[src/rtl/fifo_arb_pkg.sv]
// rtl/fifo_arb_pkg.sv - shared defaults and FSM state type for the FIFO write arbiter
package fifo_arb_pkg;

  localparam int NUM_REQ   = 4;
  localparam int DATA_W    = 8;
  localparam int MAX_BURST = 4;

  typedef enum logic [0:0] {
    ARB_IDLE  = 1'b0,
    ARB_BURST = 1'b1
  } arb_state_e;

endpackage

[src/rtl/rr_priority_pick.sv]
// rtl/rr_priority_pick.sv - combinational round-robin search: first set req at or after rr_ptr
module rr_priority_pick
  import fifo_arb_pkg::*;
#(
  parameter int N  = NUM_REQ,
  parameter int PW = $clog2(N)
) (
  input  logic [N-1:0]  req,
  input  logic [PW-1:0] rr_ptr,
  output logic          valid,
  output logic [PW-1:0] index
);

  logic [PW-1:0] w_cand;

  // Scan offsets high to low so the smallest offset from rr_ptr wins.
  always_comb begin
    valid  = 1'b0;
    index  = '0;
    w_cand = '0;
    for (int off = N - 1; off >= 0; off--) begin
      w_cand = PW'((int'(rr_ptr) + off) % N);
      if (req[w_cand]) begin
        valid = 1'b1;
        index = w_cand;
      end
    end
  end

endmodule

[src/rtl/fifo_wr_arbiter.sv]
// rtl/fifo_wr_arbiter.sv - round-robin FIFO write arbiter with bounded locked bursts
module fifo_wr_arbiter
  import fifo_arb_pkg::*;
#(
  parameter int NUM_REQ   = fifo_arb_pkg::NUM_REQ,
  parameter int DATA_W    = fifo_arb_pkg::DATA_W,
  parameter int MAX_BURST = fifo_arb_pkg::MAX_BURST
) (
  input  logic                      clk,
  input  logic                      rst,
  input  logic [NUM_REQ-1:0]        req,
  input  logic [NUM_REQ-1:0]        req_lock,
  input  logic [NUM_REQ*DATA_W-1:0] req_data,
  input  logic                      fifo_full,
  output logic [NUM_REQ-1:0]        gnt,
  output logic                      fifo_wr_en,
  output logic [DATA_W-1:0]         fifo_data_in
);

  localparam int PW = $clog2(NUM_REQ);
  localparam int BW = $clog2(MAX_BURST + 1);

  arb_state_e    r_state;
  logic [PW-1:0] r_rr_ptr;
  logic [PW-1:0] r_owner;
  logic [BW-1:0] r_beat_cnt;

  arb_state_e    w_state_nx;
  logic [PW-1:0] w_rr_ptr_nx;
  logic [PW-1:0] w_owner_nx;
  logic [BW-1:0] w_beat_nx;
  logic [BW-1:0] w_beat_inc;
  logic [NUM_REQ-1:0] w_gnt;
  logic          w_pick_valid;
  logic [PW-1:0] w_pick_idx;

  function automatic logic [PW-1:0] ptr_inc(input logic [PW-1:0] p);
    return (p == PW'(NUM_REQ - 1)) ? '0 : p + PW'(1);
  endfunction

  rr_priority_pick #(
    .N  (NUM_REQ),
    .PW (PW)
  ) u_pick (
    .req    (req),
    .rr_ptr (r_rr_ptr),
    .valid  (w_pick_valid),
    .index  (w_pick_idx)
  );

  assign w_beat_inc = r_beat_cnt + BW'(1);

  always_comb begin
    w_state_nx  = r_state;
    w_rr_ptr_nx = r_rr_ptr;
    w_owner_nx  = r_owner;
    w_beat_nx   = r_beat_cnt;
    w_gnt       = '0;
    if (rst) begin
      w_state_nx  = ARB_IDLE;
      w_rr_ptr_nx = '0;
      w_owner_nx  = '0;
      w_beat_nx   = '0;
    end else if (!fifo_full) begin
      case (r_state)
        ARB_IDLE: begin
          if (w_pick_valid) begin
            w_gnt[w_pick_idx] = 1'b1;
            w_rr_ptr_nx       = ptr_inc(w_pick_idx);
            if (req_lock[w_pick_idx] && (MAX_BURST > 1)) begin
              w_state_nx = ARB_BURST;
              w_owner_nx = w_pick_idx;
              w_beat_nx  = BW'(1);
            end
          end
        end
        ARB_BURST: begin
          // A dropped req or lock ends the burst on a dead cycle with no grant.
          if (req[r_owner] && req_lock[r_owner]) begin
            w_gnt[r_owner] = 1'b1;
            w_beat_nx      = w_beat_inc;
            if (w_beat_inc == BW'(MAX_BURST)) begin
              w_state_nx  = ARB_IDLE;
              w_rr_ptr_nx = ptr_inc(r_owner);
              w_beat_nx   = '0;
            end
          end else begin
            w_state_nx  = ARB_IDLE;
            w_rr_ptr_nx = ptr_inc(r_owner);
            w_beat_nx   = '0;
          end
        end
        default: w_state_nx = ARB_IDLE;
      endcase
    end
  end

  always_ff @(posedge clk) begin
    r_state    <= w_state_nx;
    r_rr_ptr   <= w_rr_ptr_nx;
    r_owner    <= w_owner_nx;
    r_beat_cnt <= w_beat_nx;
  end

  always_comb begin
    fifo_data_in = '0;
    for (int i = 0; i < NUM_REQ; i++) begin
      if (w_gnt[i]) fifo_data_in = req_data[i*DATA_W +: DATA_W];
    end
  end

  assign gnt        = w_gnt;
  assign fifo_wr_en = |w_gnt;

endmodule

[config.mk]
export PLATFORM = sky130hd
export DESIGN_NAME = fifo_wr_arbiter
export DESIGN_NICKNAME = d
export VERILOG_FILES = /design/src/rtl/fifo_arb_pkg.sv /design/src/rtl/rr_priority_pick.sv /design/src/rtl/fifo_wr_arbiter.sv
export SDC_FILE = /design/constraint.sdc
export NUM_CORES = 1
export LEC_CHECK = 0
export CORE_MARGIN = 2
export CORE_UTILIZATION = 43
export CTS_BUF_LIST = sky130_fd_sc_hd__clkbuf_8
export CTS_CLUSTER_DIAMETER = 80
export DETAILED_ROUTE_END_ITERATION = 8
export PLACE_DENSITY_LB_ADDON = 0.3
export SYNTH_ARGS = -nofsm -noshare
export SYNTH_HDL_FRONTEND = slang
export SYNTH_SLANG_ARGS = --single-unit
[constraint.sdc]
create_clock -name clk -period 4.21 [get_ports clk]
set_clock_uncertainty 0.15 [all_clocks]
set_input_delay 0.421 -clock clk [delete_from_list [all_inputs] [get_ports clk]]
set_output_delay 0.421 -clock clk [all_outputs]
set_load 0.01 [all_outputs]
==> out/summary.md <==
In this design, the critical path's most frequently occurring cell is clkdlybuf4s50_1. The detail route stage leaves a number of antenna-violating nets equal to 0. Across all register-to-register paths, the minimum setup slack is 2.12 ns. The total half-perimeter wirelength after legalization and detailed placement is 3.18 mm. The worst hold path begins at r_rr_ptr[0].

The clock passes through at most 2 buffers. Of the post-synthesis cell area, the dominant cell type holds 13.0%. X dimension of the die: 57.6 um. Subtracting the final worst setup slack from the clock period gives 3.88 ns. After filler insertion, the fill cell instance count of the layout stands at 222.

The static leakage was 0.000728 uW. The number of sinks driven by the clock tree is 8. In this run the critical register-to-register path is launched from r_rr_ptr[1]. OpenSTA, run right after detailed placement, puts the worst setup slack at 0.0789 ns. In the post-synthesis netlist, the biggest area contributors are dfxtp_1 (13%), ha_1 (10%), nand2_1 (8.2%). In this run, CTS created clock tree buffers numbering 3.

The number of cells on the worst reg-to-reg path is 6. The flow ran to the end, and the final reports show no timing, DRC or antenna violations. Broken down by cell family, the worst path's largest delay share belongs to buffers and inverters. The layout cell share with drive strength beyond 1 works out to 8.81%. Across all layers, the routed design uses 1595 vias. In this run the power density over the cells is 242 nW/um^2.

The cell at the root of the clock tree was clkbuf_8. Yosys mapped a number of flops with a built-in enable equal to 0. The net switching share of the total power is 38.9%. The total wire length after detailed routing was 4.02 mm; the total core area was 2730 sq um.

For this run, the number of Yosys warnings is 0. Required time reported for the critical path endpoint: 3.64 ns. The kind of launch point of the worst setup path was a primary input. Clock-pin slew was measured on the worst setup and hold paths at 0.04 ns. Setup repair after global routing left no endpoint under its margin.

The mapped netlist covers 1240 sq um. The max-slew headroom at the worst pin was 58.5%. The via count of the first global-routing pass is 1461. DRC violation total after the first TritonRoute iteration: 120. Worst voltage drop across the vdd grid: 0.000299 V.

The hold violation count in the final report is 0, and the cell area after layout is 1880 sq um. Relative to the synthesized area, the layout overhead comes to 51.8%. The endpoint of the worst hold-timing path was r_rr_ptr[0].

For this run the aggregate overflow at the end of global routing stands at 0. The slew at the pin closest to its max-slew limit was 0.617 ns. In this run, distinct cell masters in the synthesized netlist total 44.

The logs give 56 for the count of pins on the block boundary and 0 ns for the final-layout setup total negative slack. Cell type of the slowest stage on the worst timing path: clkdlybuf4s50_1. Max-slew violation count: 0. The worst hold path passes through 2 cells. The final weighted congestion in routability-driven placement is 0.867, and the combinational share of power is 59.4%.

The most frequently used flop master after synthesis was dfxtp_1. Along the worst path, the maximum fanout reaches 18. The fmax was 0.258 GHz.

The endpoint identified for the worst register-to-register timing path is r_beat_cnt[1]. Using the TritonRoute via totals, the vias-per-cell ratio works out to 6.18. The worst setup path is captured at an output port. Excluding fillers, the count of instances in the completed layout stands at 258. Measured on the finished design, the core utilization comes to 68.6%. The biggest area contributor in the post-synthesis netlist is dfxtp_1. The antenna diode count is 0. Before antenna repair, the detailed router went through 5 iterations.

The effective utilization at floorplan was 45.2%. Traced cell by cell, the critical path runs through clkdlybuf4s50_1 > o21bai_1 > a221oi_2 > nor2_1 > inv_1 > ha_2 > o21ai_0 > a22o_1 > a311oi_1 > o2bb2ai_1 > clkdlybuf4s50_1. Setup violations remaining at the end of the flow were counted as 0.

The reported max-cap violation count was 0; the average wire per cell in the routed design was 15.6 um. Once placement finished, the instance area stood at 1820 sq um. The synthesis-stage register bit count was 8; the vertical die dimension was 57.6 um. The H-tree depth is 1, and the pin count of the biggest net entering global routing is 19. The insertion delay to the later sink of the worst-skew pair was 0.23 ns; the placed cell count was 255. The average footprint of a synthesized cell came out at 7.10 sq um. The power share of the clock group came out at 20.3%.

The cell row count is 19, and the instance count on the critical path is 11. The number of buffer and inverter stages on the critical path came out at 3. The number of instances in the synthesized netlist was 174; the sequential area share after synthesis was 13.0%. The cell internal power dissipation came out at 277 uW. In the global route stage, overall resource usage came out at 24.5%. For this run, design rule violations remaining after detail routing come to 0. The analysis attributes to net switching a power of 176 uW.

The number of antenna violations at the first check in global routing was 0; the ratio of final minimum period to clock period was 92.1%. Port buffering added 55 buffers. For this run, asynchronously set or reset flops after synthesis account for 0%.

Die outline area: 3320 sq um. The first-pass GRT wire length was 6.58 mm; the layout net count was 282. The tools report the least setup slack across all paths after layout as 0.333 ns. The worst hold path belongs to the class reg -> reg. The share of power burned in registers was 20.3%. The critical path data arrival time was 3.31 ns. The net count after synthesis came out at 227.

The critical path class is in -> out. TritonCTS built the clock tree. In this design, the stage delay of the slowest critical-path cell is 0.60 ns.
## kinds of logic (layout without fill, tap and decap cells)
kind of cell,after synthesis,in the layout,synth area share [%]
fa+ha+maj,10,10,10.1
simple gates,56,56,22.2
xor+xnor,1,1,0.709
mux,4,4,4.35
flops,8,8,13.0
buf+inv,18,71,5.67
compound gates,77,77,44.0
## cells in the mapped netlist (2+ instances only)
cell and n:
nand2_1 27, o21ai_0 20, nor2_1 13, ha_1 10, a22o_1 9, a21oi_1 8
a311oi_1 8, dfxtp_1 8, o2bb2ai_1 8, inv_1 7, a22oi_1 5, clkbuf_1 5
a211oi_1 3, a221oi_1 3, inv_2 3, nor3_1 3, o21ai_1 3, buf_2 2
mux2i_1 2, nand2b_1 2, o211ai_1 2
## cells in the final DEF, fill, tap and decap left out, drive strengths merged
cell	count
mux2i	2
o21a	1
mux2	1
inv	10
nand2	27
nand3b	1
nor3	3
a211oi	3
mux4	1
a21o	1
o211a	1
o21ai	23
or3	1
o21bai	1
or2	1
xor2	1
a31oi	1
a31o	1
nor2	15
a311oi	8
a22oi	5
a221oi	4
nand4b	1
ha	10
o2bb2ai	8
o211ai	2
dfxtp	8
nor4b	1
and3	1
o22ai	1
nand2b	2
nor4	1
buf	3
a21oi	8
nor3b	1
clkbuf	3
a22o	9
clkdlybuf4s50	55
and2	1
## cell type report
cell class	count	area, sq um	share of cell area (%)
clock buffers	3	41.3	2.20
well taps	31	38.8	2.07
inverters	10	37.5	2.00
flip-flops and latches	8	160	8.53
multi-input cells	148	1030	54.7
repair buffers	58	573	30.5
## metal layers
| metal | share of wire, % | GRT usage [%] | vias to the layer above | wire length, um |
|---|---|---|---|---|
| met1 | 42 | 33.1 | 727 | 1680 |
| met2 | 47 | 40.6 | 93 | 1910 |
| met4 | 0.52 | 3.99 | 0 | 21 |
| met5 | 0 | 0 | - | 0 |
| li1 | - | - | 773 | - |
| met3 | 10 | 5.58 | 2 | 411 |
## stage by stage
step,total power (uW),hold WS [ns]
after floorplan,250,0.334
after global placement,347,0.351
after detailed placement,355,0.374
after CTS,450,0.379
after global routing,485,0.397
final,454,0.376
## registers in the layout, indices dropped and copies added, names as in the netlist
| signal | flops |
|---|---|
| r_owner | 2 |
| r_state | 1 |
| r_beat_cnt | 3 |
| r_rr_ptr | 2 |
## timing repair
item                       in CTS  in global routing
setup endpoints to repair       0                  9
resized for setup               0                  4
hold buffers                    0                  0
hold endpoints to repair        0                  0
setup buffers                   0                  0
## worst reg2reg max path: cells and delay by family (launching register included)
family	cells	cell delay [ns]
AO/OA/AOI/OAI	4	0.77
flip-flops	1	0.39
multiplexers	1	0.43
AND/OR/NAND/NOR	1	0.30
## worst max-delay path by stage
stage,slack [ns],start,end
floorplan,1.36,req[0],fifo_data_in[0]
CTS,0.08,req[3],fifo_data_in[2]
global route,0.09,req[3],fifo_data_in[2]
finish,0.33,req[3],fifo_data_in[2]
detailed placement,0.08,req[3],fifo_data_in[2]
global placement,0.26,req[3],fifo_data_in[3]
## power by group through the flow
stage | combinational [uW] | clock (uW) | sequential [uW]
after detailed placement | 262 | 0 | 93.0
after floorplan | 161 | 0 | 88.5
after CTS | 264 | 93.9 | 91.8
after global routing | 295 | 96.6 | 92.9
final | 269 | 92.2 | 92.1
after global placement | 254 | 0 | 92.3
No activity file was read; power rests on OpenSTA's default activity.
